File: src/rtl/alu_pkg.sv
// Shared definitions for the 8-bit ALU and its result buffer.
//   - opcode encodings, including the divide opcode and the illegal-opcode set
//   - operand/result widths
//   - packed buffer entry {opcode, result, zero, dbz, illegal}
package alu_pkg;

   localparam int ALU_W = 8;
   localparam int RES_W = 16;

   localparam logic [3:0] OP_ADD  = 4'b0000;
   localparam logic [3:0] OP_SUB  = 4'b0001;
   localparam logic [3:0] OP_MUL  = 4'b0010;
   localparam logic [3:0] OP_DIV  = 4'b0011;
   localparam logic [3:0] OP_AND  = 4'b0100;
   localparam logic [3:0] OP_OR   = 4'b0101;
   localparam logic [3:0] OP_XOR  = 4'b0110;
   localparam logic [3:0] OP_SHL  = 4'b1000;
   localparam logic [3:0] OP_SHR  = 4'b1001;
   localparam logic [3:0] OP_ROL  = 4'b1010;
   localparam logic [3:0] OP_ROR  = 4'b1011;
   localparam logic [3:0] OP_NAND = 4'b1100;
   localparam logic [3:0] OP_XNOR = 4'b1101;

   // Opcodes the ALU does not implement; it drives 0 for these.
   localparam logic [3:0] OP_ILL0 = 4'b0111;
   localparam logic [3:0] OP_ILL1 = 4'b1110;
   localparam logic [3:0] OP_ILL2 = 4'b1111;

   typedef struct packed {
      logic [3:0]       opcode;
      logic [RES_W-1:0] result;
      logic             zero;
      logic             dbz;
      logic             illegal;
   } entry_t;

   localparam int ENTRY_W = $bits(entry_t);

   function automatic logic is_illegal(input logic [3:0] op);
      return (op == OP_ILL0) || (op == OP_ILL1) || (op == OP_ILL2);
   endfunction

endpackage

File: src/rtl/alu_result_buffer_if.sv
// Handshake bundle between the ALU, the result buffer and its consumer.
//   in_*  : ALU result push side (valid/ready)
//   out_* : head-of-queue drain side (valid/ready) with decoded flags
// slave modport is the buffer; master modport is the ALU/consumer side.
interface alu_result_buffer_if;
   import alu_pkg::*;

   logic             in_valid;
   logic             in_ready;
   logic [3:0]       in_opcode;
   logic [ALU_W-1:0] in_b;
   logic [RES_W-1:0] in_result;

   logic             out_valid;
   logic             out_ready;
   logic [RES_W-1:0] out_result;
   logic [3:0]       out_opcode;
   logic             out_zero;
   logic             out_dbz;
   logic             out_illegal;

   modport slave (
      input  in_valid, in_opcode, in_b, in_result, out_ready,
      output in_ready, out_valid, out_result, out_opcode,
             out_zero, out_dbz, out_illegal
   );

   modport master (
      output in_valid, in_opcode, in_b, in_result, out_ready,
      input  in_ready, out_valid, out_result, out_opcode,
             out_zero, out_dbz, out_illegal
   );
endinterface

File: src/rtl/alu_sync_fifo.sv
// Generic DEPTH x WIDTH synchronous FIFO.
//   clk, rst          : clock, synchronous active-high reset
//   push, wr_data     : write request; ignored when full
//   pop               : read request; ignored when empty
//   rd_data           : head entry (raw storage, caller masks when empty)
//   count/full/empty  : occupancy
// Full/empty are decoded from count so the pointers may simply wrap.
module alu_sync_fifo #(
   parameter int DEPTH = 4,
   parameter int WIDTH = 8,
   localparam int PTR_W = $clog2(DEPTH),
   localparam int CNT_W = $clog2(DEPTH) + 1
) (
   input  logic             clk,
   input  logic             rst,
   input  logic             push,
   input  logic [WIDTH-1:0] wr_data,
   input  logic             pop,
   output logic [WIDTH-1:0] rd_data,
   output logic [CNT_W-1:0] count,
   output logic             full,
   output logic             empty
);

   localparam logic [CNT_W-1:0] FULL_CNT = CNT_W'(DEPTH);

   logic [WIDTH-1:0] mem_q [DEPTH];
   logic [PTR_W-1:0] wr_ptr_q, wr_ptr_d;
   logic [PTR_W-1:0] rd_ptr_q, rd_ptr_d;
   logic [CNT_W-1:0] count_q, count_d;
   logic             do_push, do_pop;

   assign full    = (count_q == FULL_CNT);
   assign empty   = (count_q == '0);
   assign do_push = push && !full;   // a pop in the same cycle does not free a slot
   assign do_pop  = pop && !empty;
   assign rd_data = mem_q[rd_ptr_q];
   assign count   = count_q;

   always_comb begin
      wr_ptr_d = wr_ptr_q;
      rd_ptr_d = rd_ptr_q;
      count_d  = count_q;
      if (do_push) wr_ptr_d = wr_ptr_q + 1'b1;
      if (do_pop)  rd_ptr_d = rd_ptr_q + 1'b1;
      case ({do_push, do_pop})
         2'b10:   count_d = count_q + 1'b1;
         2'b01:   count_d = count_q - 1'b1;
         default: count_d = count_q;
      endcase
   end

   always_ff @(posedge clk) begin
      if (rst) begin
         wr_ptr_q <= '0;
         rd_ptr_q <= '0;
         count_q  <= '0;
      end else begin
         wr_ptr_q <= wr_ptr_d;
         rd_ptr_q <= rd_ptr_d;
         count_q  <= count_d;
      end
   end

   // Storage needs no reset: reads are only meaningful while non-empty.
   always_ff @(posedge clk) begin
      if (!rst && do_push) mem_q[wr_ptr_q] <= wr_data;
   end

endmodule

File: src/rtl/alu_result_buffer.sv
// ALU result buffer: tags each ALU result with status flags and queues it.
//   clk, rst  : clock, synchronous active-high reset
//   bus       : slave side of the push/drain handshake bundle
//   count     : entries currently held
//   drop_cnt  : pushes refused because the queue was full (saturating)
// Outputs come straight from the head entry through a mask; no output register.
module alu_result_buffer
   import alu_pkg::*;
#(
   parameter int DEPTH  = 4,
   parameter int DROP_W = 8
) (
   input  logic                     clk,
   input  logic                     rst,
   alu_result_buffer_if.slave       bus,
   output logic [$clog2(DEPTH):0]   count,
   output logic [DROP_W-1:0]        drop_cnt
);

   entry_t           wr_entry;
   entry_t           head;
   logic [ENTRY_W-1:0] rd_data;
   logic             full, empty;
   logic [DROP_W-1:0] drop_q, drop_d;

   // Flags are resolved at push time so in_b never has to be stored.
   always_comb begin
      wr_entry.opcode  = bus.in_opcode;
      wr_entry.result  = bus.in_result;
      wr_entry.zero    = (bus.in_result == '0);
      wr_entry.dbz     = (bus.in_opcode == OP_DIV) && (bus.in_b == '0);
      wr_entry.illegal = is_illegal(bus.in_opcode);
   end

   alu_sync_fifo #(
      .DEPTH (DEPTH),
      .WIDTH (ENTRY_W)
   ) u_fifo (
      .clk     (clk),
      .rst     (rst),
      .push    (bus.in_valid),
      .wr_data (wr_entry),
      .pop     (bus.out_ready),
      .rd_data (rd_data),
      .count   (count),
      .full    (full),
      .empty   (empty)
   );

   assign head = entry_t'(rd_data);

   // Mask keeps stale or uninitialised storage off the outputs when empty.
   always_comb begin
      bus.in_ready    = !full;
      bus.out_valid   = !empty;
      bus.out_result  = empty ? '0 : head.result;
      bus.out_opcode  = empty ? '0 : head.opcode;
      bus.out_zero    = !empty && head.zero;
      bus.out_dbz     = !empty && head.dbz;
      bus.out_illegal = !empty && head.illegal;
   end

   always_comb begin
      drop_d = drop_q;
      if (bus.in_valid && full && (drop_q != '1)) drop_d = drop_q + 1'b1;
   end

   always_ff @(posedge clk) begin
      if (rst) drop_q <= '0;
      else     drop_q <= drop_d;
   end

   assign drop_cnt = drop_q;

endmodule

File: src/flat_wrapper.sv
// flat-port wrapper written by rule: the top's interface ports become plain ports
module alu_result_buffer_flat import alu_pkg::*;
#(
   parameter int DEPTH  = 4,
   parameter int DROP_W = 8
)
  (clk, rst, count, drop_cnt, bus_in_valid, bus_in_opcode, bus_in_b, bus_in_result, bus_out_ready, bus_in_ready, bus_out_valid, bus_out_result, bus_out_opcode, bus_out_zero, bus_out_dbz, bus_out_illegal);
  alu_result_buffer_if bus_i ();
  input  logic clk;
  input  logic rst;
  output logic [$clog2(DEPTH):0] count;
  output logic [DROP_W-1:0] drop_cnt;
  input wire logic [$bits(bus_i.in_valid)-1:0] bus_in_valid;
  input wire logic [$bits(bus_i.in_opcode)-1:0] bus_in_opcode;
  input wire logic [$bits(bus_i.in_b)-1:0] bus_in_b;
  input wire logic [$bits(bus_i.in_result)-1:0] bus_in_result;
  input wire logic [$bits(bus_i.out_ready)-1:0] bus_out_ready;
  output wire logic [$bits(bus_i.in_ready)-1:0] bus_in_ready;
  output wire logic [$bits(bus_i.out_valid)-1:0] bus_out_valid;
  output wire logic [$bits(bus_i.out_result)-1:0] bus_out_result;
  output wire logic [$bits(bus_i.out_opcode)-1:0] bus_out_opcode;
  output wire logic [$bits(bus_i.out_zero)-1:0] bus_out_zero;
  output wire logic [$bits(bus_i.out_dbz)-1:0] bus_out_dbz;
  output wire logic [$bits(bus_i.out_illegal)-1:0] bus_out_illegal;
  assign bus_i.in_valid = bus_in_valid;
  assign bus_i.in_opcode = bus_in_opcode;
  assign bus_i.in_b = bus_in_b;
  assign bus_i.in_result = bus_in_result;
  assign bus_i.out_ready = bus_out_ready;
  assign bus_in_ready = bus_i.in_ready;
  assign bus_out_valid = bus_i.out_valid;
  assign bus_out_result = bus_i.out_result;
  assign bus_out_opcode = bus_i.out_opcode;
  assign bus_out_zero = bus_i.out_zero;
  assign bus_out_dbz = bus_i.out_dbz;
  assign bus_out_illegal = bus_i.out_illegal;
  alu_result_buffer #(.DEPTH(DEPTH), .DROP_W(DROP_W)) u_core (.clk(clk), .rst(rst), .bus(bus_i), .count(count), .drop_cnt(drop_cnt));
endmodule
File: config.mk
export PLATFORM = sky130hd
export DESIGN_NAME = alu_result_buffer_flat
export DESIGN_NICKNAME = d
export VERILOG_FILES = /design/src/rtl/alu_pkg.sv /design/src/rtl/alu_result_buffer_if.sv /design/src/rtl/alu_sync_fifo.sv /design/src/rtl/alu_result_buffer.sv /design/src/flat_wrapper.sv
export SDC_FILE = /design/constraint.sdc
export NUM_CORES = 1
export LEC_CHECK = 0
export ABC_AREA = 0
export BUFFER_PORTS_ARGS = -buffer_cell sky130_fd_sc_hd__buf_2
export CAP_MARGIN = 20
export CORE_UTILIZATION = 53
export CTS_BUF_LIST = sky130_fd_sc_hd__clkbuf_8
export CTS_CLUSTER_SIZE = 24
export DETAILED_ROUTE_END_ITERATION = 8
export PLACE_DENSITY = 0.79
export SLEW_MARGIN = 20
export SYNTH_ARGS = -nofsm -noshare
export SYNTH_HDL_FRONTEND = slang
export SYNTH_SLANG_ARGS = --single-unit
File: constraint.sdc
create_clock -name clk -period 2.1 [get_ports clk]
set_clock_uncertainty 0.2 [all_clocks]
set_input_delay 0 -clock clk [delete_from_list [all_inputs] [get_ports clk]]
set_output_delay 0 -clock clk [all_outputs]
set_load 0.1 [all_outputs]
# Word level (Yosys, flattened, before mapping)
# Memories as Yosys holds them, arrays and structs flattened. A register that Yosys moved wholly into a read port is not among the register bits.
# Index checks and enable logic that the tools add are counted.
# word_totals
out_inout_bits	36
latchBits	0
ff_bits	15
mem_count	1
romBits	0
ram_bits	92
wordCells	43
# classes
n_bitwise	0
n_lt_le_gt_ge	0
reduce_logical	18
div	0
mul	0
n_mux	7
n_eq_ne	8
n_addsub	5
n_shift	0
# mem_list
memory	depth	word_bits	read_ports	rd_ports_with_merged_regs	wr	line	source
u_core.u_fifo.mem_q	4	23	1	1	1	alu_sync_fifo.sv:27	logic [WIDTH-1:0] mem_q [DEPTH];
# ops
cell	count
16-bit logical NOT	1
16-bit 2-to-1 mux	1
1-bit logical AND	9
8-bit by 1-bit adder with 8-bit output (second input constant)	1
4-bit equality test (second input constant)	2
8-bit logical NOT	1
8-bit != test (second input constant)	1
3-bit one-hot mux with 2 select lines	1
2-bit by 1-bit adder with 2-bit output (second input constant)	2
4-bit by 2-bit equality test with 1-bit output (second input constant)	1
4-bit by 3-bit equality test with 1-bit output (second input constant)	1
2-bit 2-to-1 mux	2
4-bit 2-to-1 mux	1
3-bit by 1-bit adder with 3-bit output (second input constant)	1
3-bit equality test (second input constant)	1
1-bit logical NOT	3
3-bit logical NOT	1
3-bit by 1-bit subtractor with 3-bit output (second input constant)	1
2-bit by 1-bit equality test with 1-bit output (second input constant)	1
2-bit equality test (second input constant)	1
1-bit logical OR	2
1-bit 2-to-1 mux	2
2-bit nonzero test	1

# Longest topological paths before layout
# depth
ltp_word	6
ltp_mapped	10
mapped_depth_nobuf	9

# Cells and area by module
# Synthesis repeated with hierarchy kept, for this count alone.
# unflattened
cells_unflattened	258
area_unflattened_um2	4516.8
# by_module_without_submodules
mod	area_each_um2	cells_each	seq_area_each_um2	n_inst
alu_sync_fifo	3839.9	174	2942.8	1
alu_result_buffer	676.9	84	160.2	1

# Worst setup path after synthesis
# Ideal clock, no wire load.
# synth_path
path_type	register to register
startpoint	register u_core.u_fifo.count_q[2], in the netlist u_core.u_fifo.count[2]
endpoint	register u_core.u_fifo.count_q[2], in the netlist u_core.u_fifo.count[2]
setup_slack_ns	-1.432
path_buffers	0
synth_period_minus_slack_ns	3.532
stages_incl_launch_ff	10
setup_time_ns	0.071
t_required_ns	1.829
arrival_ns	3.261
path_cell_list	dfxtp_1 -> nor3b_1 -> inv_1 -> nand2_1 -> ha_1 -> inv_1 -> fa_1 -> xor2_1 -> or3_1 -> a21oi_1
# synth_via
elab_chain_cells	5
# synth_lines
item	line	source
from (decl)	alu_sync_fifo.sv:30	logic [CNT_W-1:0] count_q, count_d;
from (signal assigned)	alu_sync_fifo.sv:61	count_q <= count_d;
3-bit equality test (*)	alu_sync_fifo.sv:33	assign full = (count_q == FULL_CNT);
1-bit logical NOT (*)	-	
net bus_in_ready	flat_wrapper.sv:18	output wire logic [$bits(bus_i.in_ready)-1:0] bus_in_ready;
1-bit logical AND (*)	alu_sync_fifo.sv:35	assign do_push = push && !full;
2-bit by 1-bit equality test with 1-bit output or 2-bit equality test (tied branches)	alu_sync_fifo.sv:46	case ({do_push, do_pop})
3-bit one-hot mux with 2 select lines or 2-bit nonzero test (tied branches)	-	
# The timed path passes the listed nets; every way through them passes the cells marked *.
# A chain may end at the register's enable or synchronous reset.

# Final worst setup path
# layout_path
startpoint	register u_core.u_fifo.count_q[1], in the netlist u_core.u_fifo.count[1]
endpoint	register u_core.u_fifo.count_q[2], in the netlist u_core.u_fifo.count[2]
# layout_via
elab_chain_cells	5
# layout_lines
item	line
3-bit equality test or 3-bit logical NOT (tied branches)	alu_sync_fifo.sv:33, alu_sync_fifo.sv:34
1-bit logical NOT, on equally long branches	alu_sync_fifo.sv:35, alu_sync_fifo.sv:36
1-bit logical AND, on equally long branches	alu_sync_fifo.sv:35, alu_sync_fifo.sv:36
2-bit by 1-bit equality test with 1-bit output or 2-bit equality test (tied branches)	alu_sync_fifo.sv:46
3-bit one-hot mux with 2 select lines or 2-bit nonzero test (tied branches)	-
# Parallel ways exist; a longest one is shown, timed or not.

==> run metrics <==
WL per Instance 18.0 um; Int Pwr 4.89 mW; clk buf depth 2; FMAX 0.466 GHz; DP Area roughly 5500 um^2; Residual DRC 0; Min Hold Slack -0.00668 ns; Die W 94.2 um; Ports 68; pwr/cell area 1470 nW/um^2; final core utilization 0.744; Worst VDD drop 0.000869 V; CP arrival 2.23 ns; max-cap viol count 0; sequential-to-total area share from yosys stat 0.689; H-tree Lvls 3; reg-to-reg startpoint u_core.u_fifo.count[1]; Flop pwr share 0.286; Hold Vio Cnt, Final 1; Placement Rows 33; via count 2717; Yosys Warn Count 0; setup_tns -0.0442 ns; Pwr Total 9.01 mW; post-synthesis cell count 264; initial core utilization 0.548; Setup WS post-layout -0.0442 ns; initial antenna violation count 0; commonest non-fill, non-tap cell in the layout edfxtp_1; number of distinct library cells after synthesis 44; Setup crit start u_core.u_fifo.count[1]; vias in the first global route 2716; GPL Wtd Cong 0.768; dpl hpwl approximately 5400 um; Hold Path Class in2reg; antenna cells 0; DIE AREA 8870 um^2; Layout fillers 473; DRT Pass-1 Iters 4; Final nets between 400 and 500; path type of the worst setup path reg2reg; die height 94.2 um; Worst EP required 2.19 ns; port buffer count between 60 and 70; grt ovf 0; drt via density roughly 5.5; Net Switching 4.12 mW; startpoint class of the critical path register; failing checks negative hold slack, negative setup slack; core outline area 8220 um^2; Area Overhead vs Synth 35.7%; fin area between 6000 and 7000 um^2; Synth Area per Inst roughly 17 um^2; clock sink count 109; first-pass GRT wire length 13800 um; Num CTS Buffers 9; setup violators final 1; combinational share of power 0.590; Final Slew Violations 0; GRT Overall Usage 0.216; worst slew pin tran 0.481 ns; largest net degree at the start of global routing 24; clock power share 0.124; Critical Path End Type register; Hold Path Origin bus_in_valid; Pleak roughly 2.2 nW; layout cells sized above 1 0.451; final antenna-violating net count 0; slew margin rel. 0.676; outcome complete, but fails checks; switch share 0.458; Mapped Area about 4500 um^2; initial drt markers 130; share of the clock period used by the worst path 1.02; clk_lat worst skew 0.36 ns; Root Buffer clkbuf_8; Worst-path clk slew around 0.09 ns; Mapped Nets 303; CTS tree yes; register bit total from synthesis 109; Tmin final 2.14 ns; RSZ-0062 raised after global routing yes; crit-path max FO 2; routed wire length 8840 um; commonest non-fill, non-tap cells in the layout 92 x edfxtp_1, 44 x buf_2, 29 x dlygate4sd3_1
==> state kept, by name (all words and copies together) (netlist names), named ones only <==
signal,flops
u_core.drop_cnt,8
u_core.u_fifo.count,3
u_core.u_fifo.mem_q,92
u_core.u_fifo.rd_ptr_q,2
u_core.u_fifo.wr_ptr_q,2
==> metrics by stage <==
step                      worst slack [ns]  instances
after global placement              0.0110        444
final                              -0.0442        491
after CTS                          -0.0548        491
after floorplan                     -0.382        264
after detailed placement           -0.0516        444
after global routing                -0.152        491
==> what timing repair did <==
item                       4_1_cts  5_1_grt
resized for setup               11       14
hold endpoints to repair       104        0
setup buffers                    0        0
gates cloned                     2        0
setup endpoints to repair       11       17
pin swaps                        1        0
hold buffers                    29        0
==> path summary, 6_finish.rpt <==
path	slack, ns	to	depth (start not counted)
worst max register to register	-0.04	u_core.u_fifo.count[2]	9
worst min-delay path	-0.007	u_core.u_fifo.count[1]	5
worst max-delay path	-0.04	u_core.u_fifo.count[2]	9
worst min register to register	0.30	u_core.drop_cnt[4]	1
==> kinds of logic (layout without fill, tap and decap cells) <==
logic type,after synthesis,count (layout),synth area share
AND/OR/NAND/NOR,75,75,0.103
buffers and inverters,22,144,0.0222
multiplexers,28,28,0.127
XOR/XNOR,4,4,0.00778
adder cells (fa/ha/maj),7,7,0.0211
AO/OA/AOI/OAI,19,19,0.0297
flip-flops,109,109,0.689
==> critical path, stage by stage, from the launching register on <==
cell and delay [ns]:
dfxtp_2 0.35, nor3b_4 0.20, bufinv_8 0.21, nand2_4 0.05
ha_4 0.13, inv_2 0.03, fa_2 0.32, xor2_1 0.15
or3_1 0.30, a21oi_1 0.13
==> area by class of cell <==
| cell class | count | area (um^2) | area share |
|---|---|---|---|
| Clock inverter | 7 | 50.0 | 0.00819 |
| Timing Repair Buffer | 117 | 1170 | 0.191 |
| Tap cell | 105 | 131 | 0.0215 |
| Sequential cell | 109 | 3120 | 0.511 |
| Inverter | 11 | 55.1 | 0.00901 |
| Multi-Input combinational cell | 133 | 1460 | 0.239 |
| Clock buffer | 9 | 124 | 0.0203 |
==> cell usage after synthesis <==
library cell / instances / area, um^2
buf_1: 2 / 7.51
mux2_1: 1 / 11.3
buf_6: 1 / 11.3
nand4bb_1: 1 / 11.3
dfxtp_1: 17 / 340
a211oi_1: 3 / 22.5
nor4_1: 6 / 37.5
buf_4: 2 / 15.0
a41oi_1: 1 / 8.76
o21ai_0: 3 / 15.0
inv_1: 11 / 41.3
nand2b_1: 3 / 18.8
o31a_1: 1 / 8.76
clkbuf_1: 4 / 15.0
nor2b_1: 18 / 113
or4_1: 1 / 7.51
nor4_4: 1 / 21.3
or3_1: 1 / 6.26
a211oi_2: 1 / 12.5
edfxtp_1: 92 / 2760
buf_2: 2 / 10.0
a21oi_1: 5 / 25.0
nand4_1: 2 / 12.5
o311ai_0: 1 / 8.76
xor2_1: 4 / 35.0
nand2_1: 3 / 11.3
mux2_2: 3 / 33.8
nor2_1: 11 / 41.3
a21oi_2: 1 / 8.76
mux2i_1: 1 / 10.0
a31oi_1: 1 / 6.26
and3_1: 1 / 6.26
nor3b_1: 1 / 7.51
and2b_1: 9 / 67.6
and2_1: 4 / 25.0
fa_1: 1 / 20.0
nand3_1: 5 / 25.0
ha_1: 6 / 75.1
nor4bb_1: 1 / 10.0
o211a_1: 1 / 10.0
mux4_2: 23 / 518
nor3_1: 5 / 25.0
and4_1: 2 / 17.5
o31ai_1: 1 / 7.51
==> power groups by stage <==
stage                     clock network (mW)  registers [mW]  logic (mW)
after floorplan                            0            2.79        3.42
after global placement                     0            2.60        4.85
after detailed placement                   0            2.61        4.90
after CTS                               1.14            2.56        5.27
after global routing                    1.23            2.59        5.51
final                                   1.12            2.58        5.32
==> metal layers <==
layer	part of all wire	wire, um	global-route usage	up-vias
li1	-	-	-	1263
met1	0.42	3730	0.266	1355
met2	0.53	4660	0.387	91
met3	0.040	350	0.0316	8
met4	0.011	95	0.0718	0
met5	0	0	0	-
Note: power is estimated with default switching activity, not from simulation.
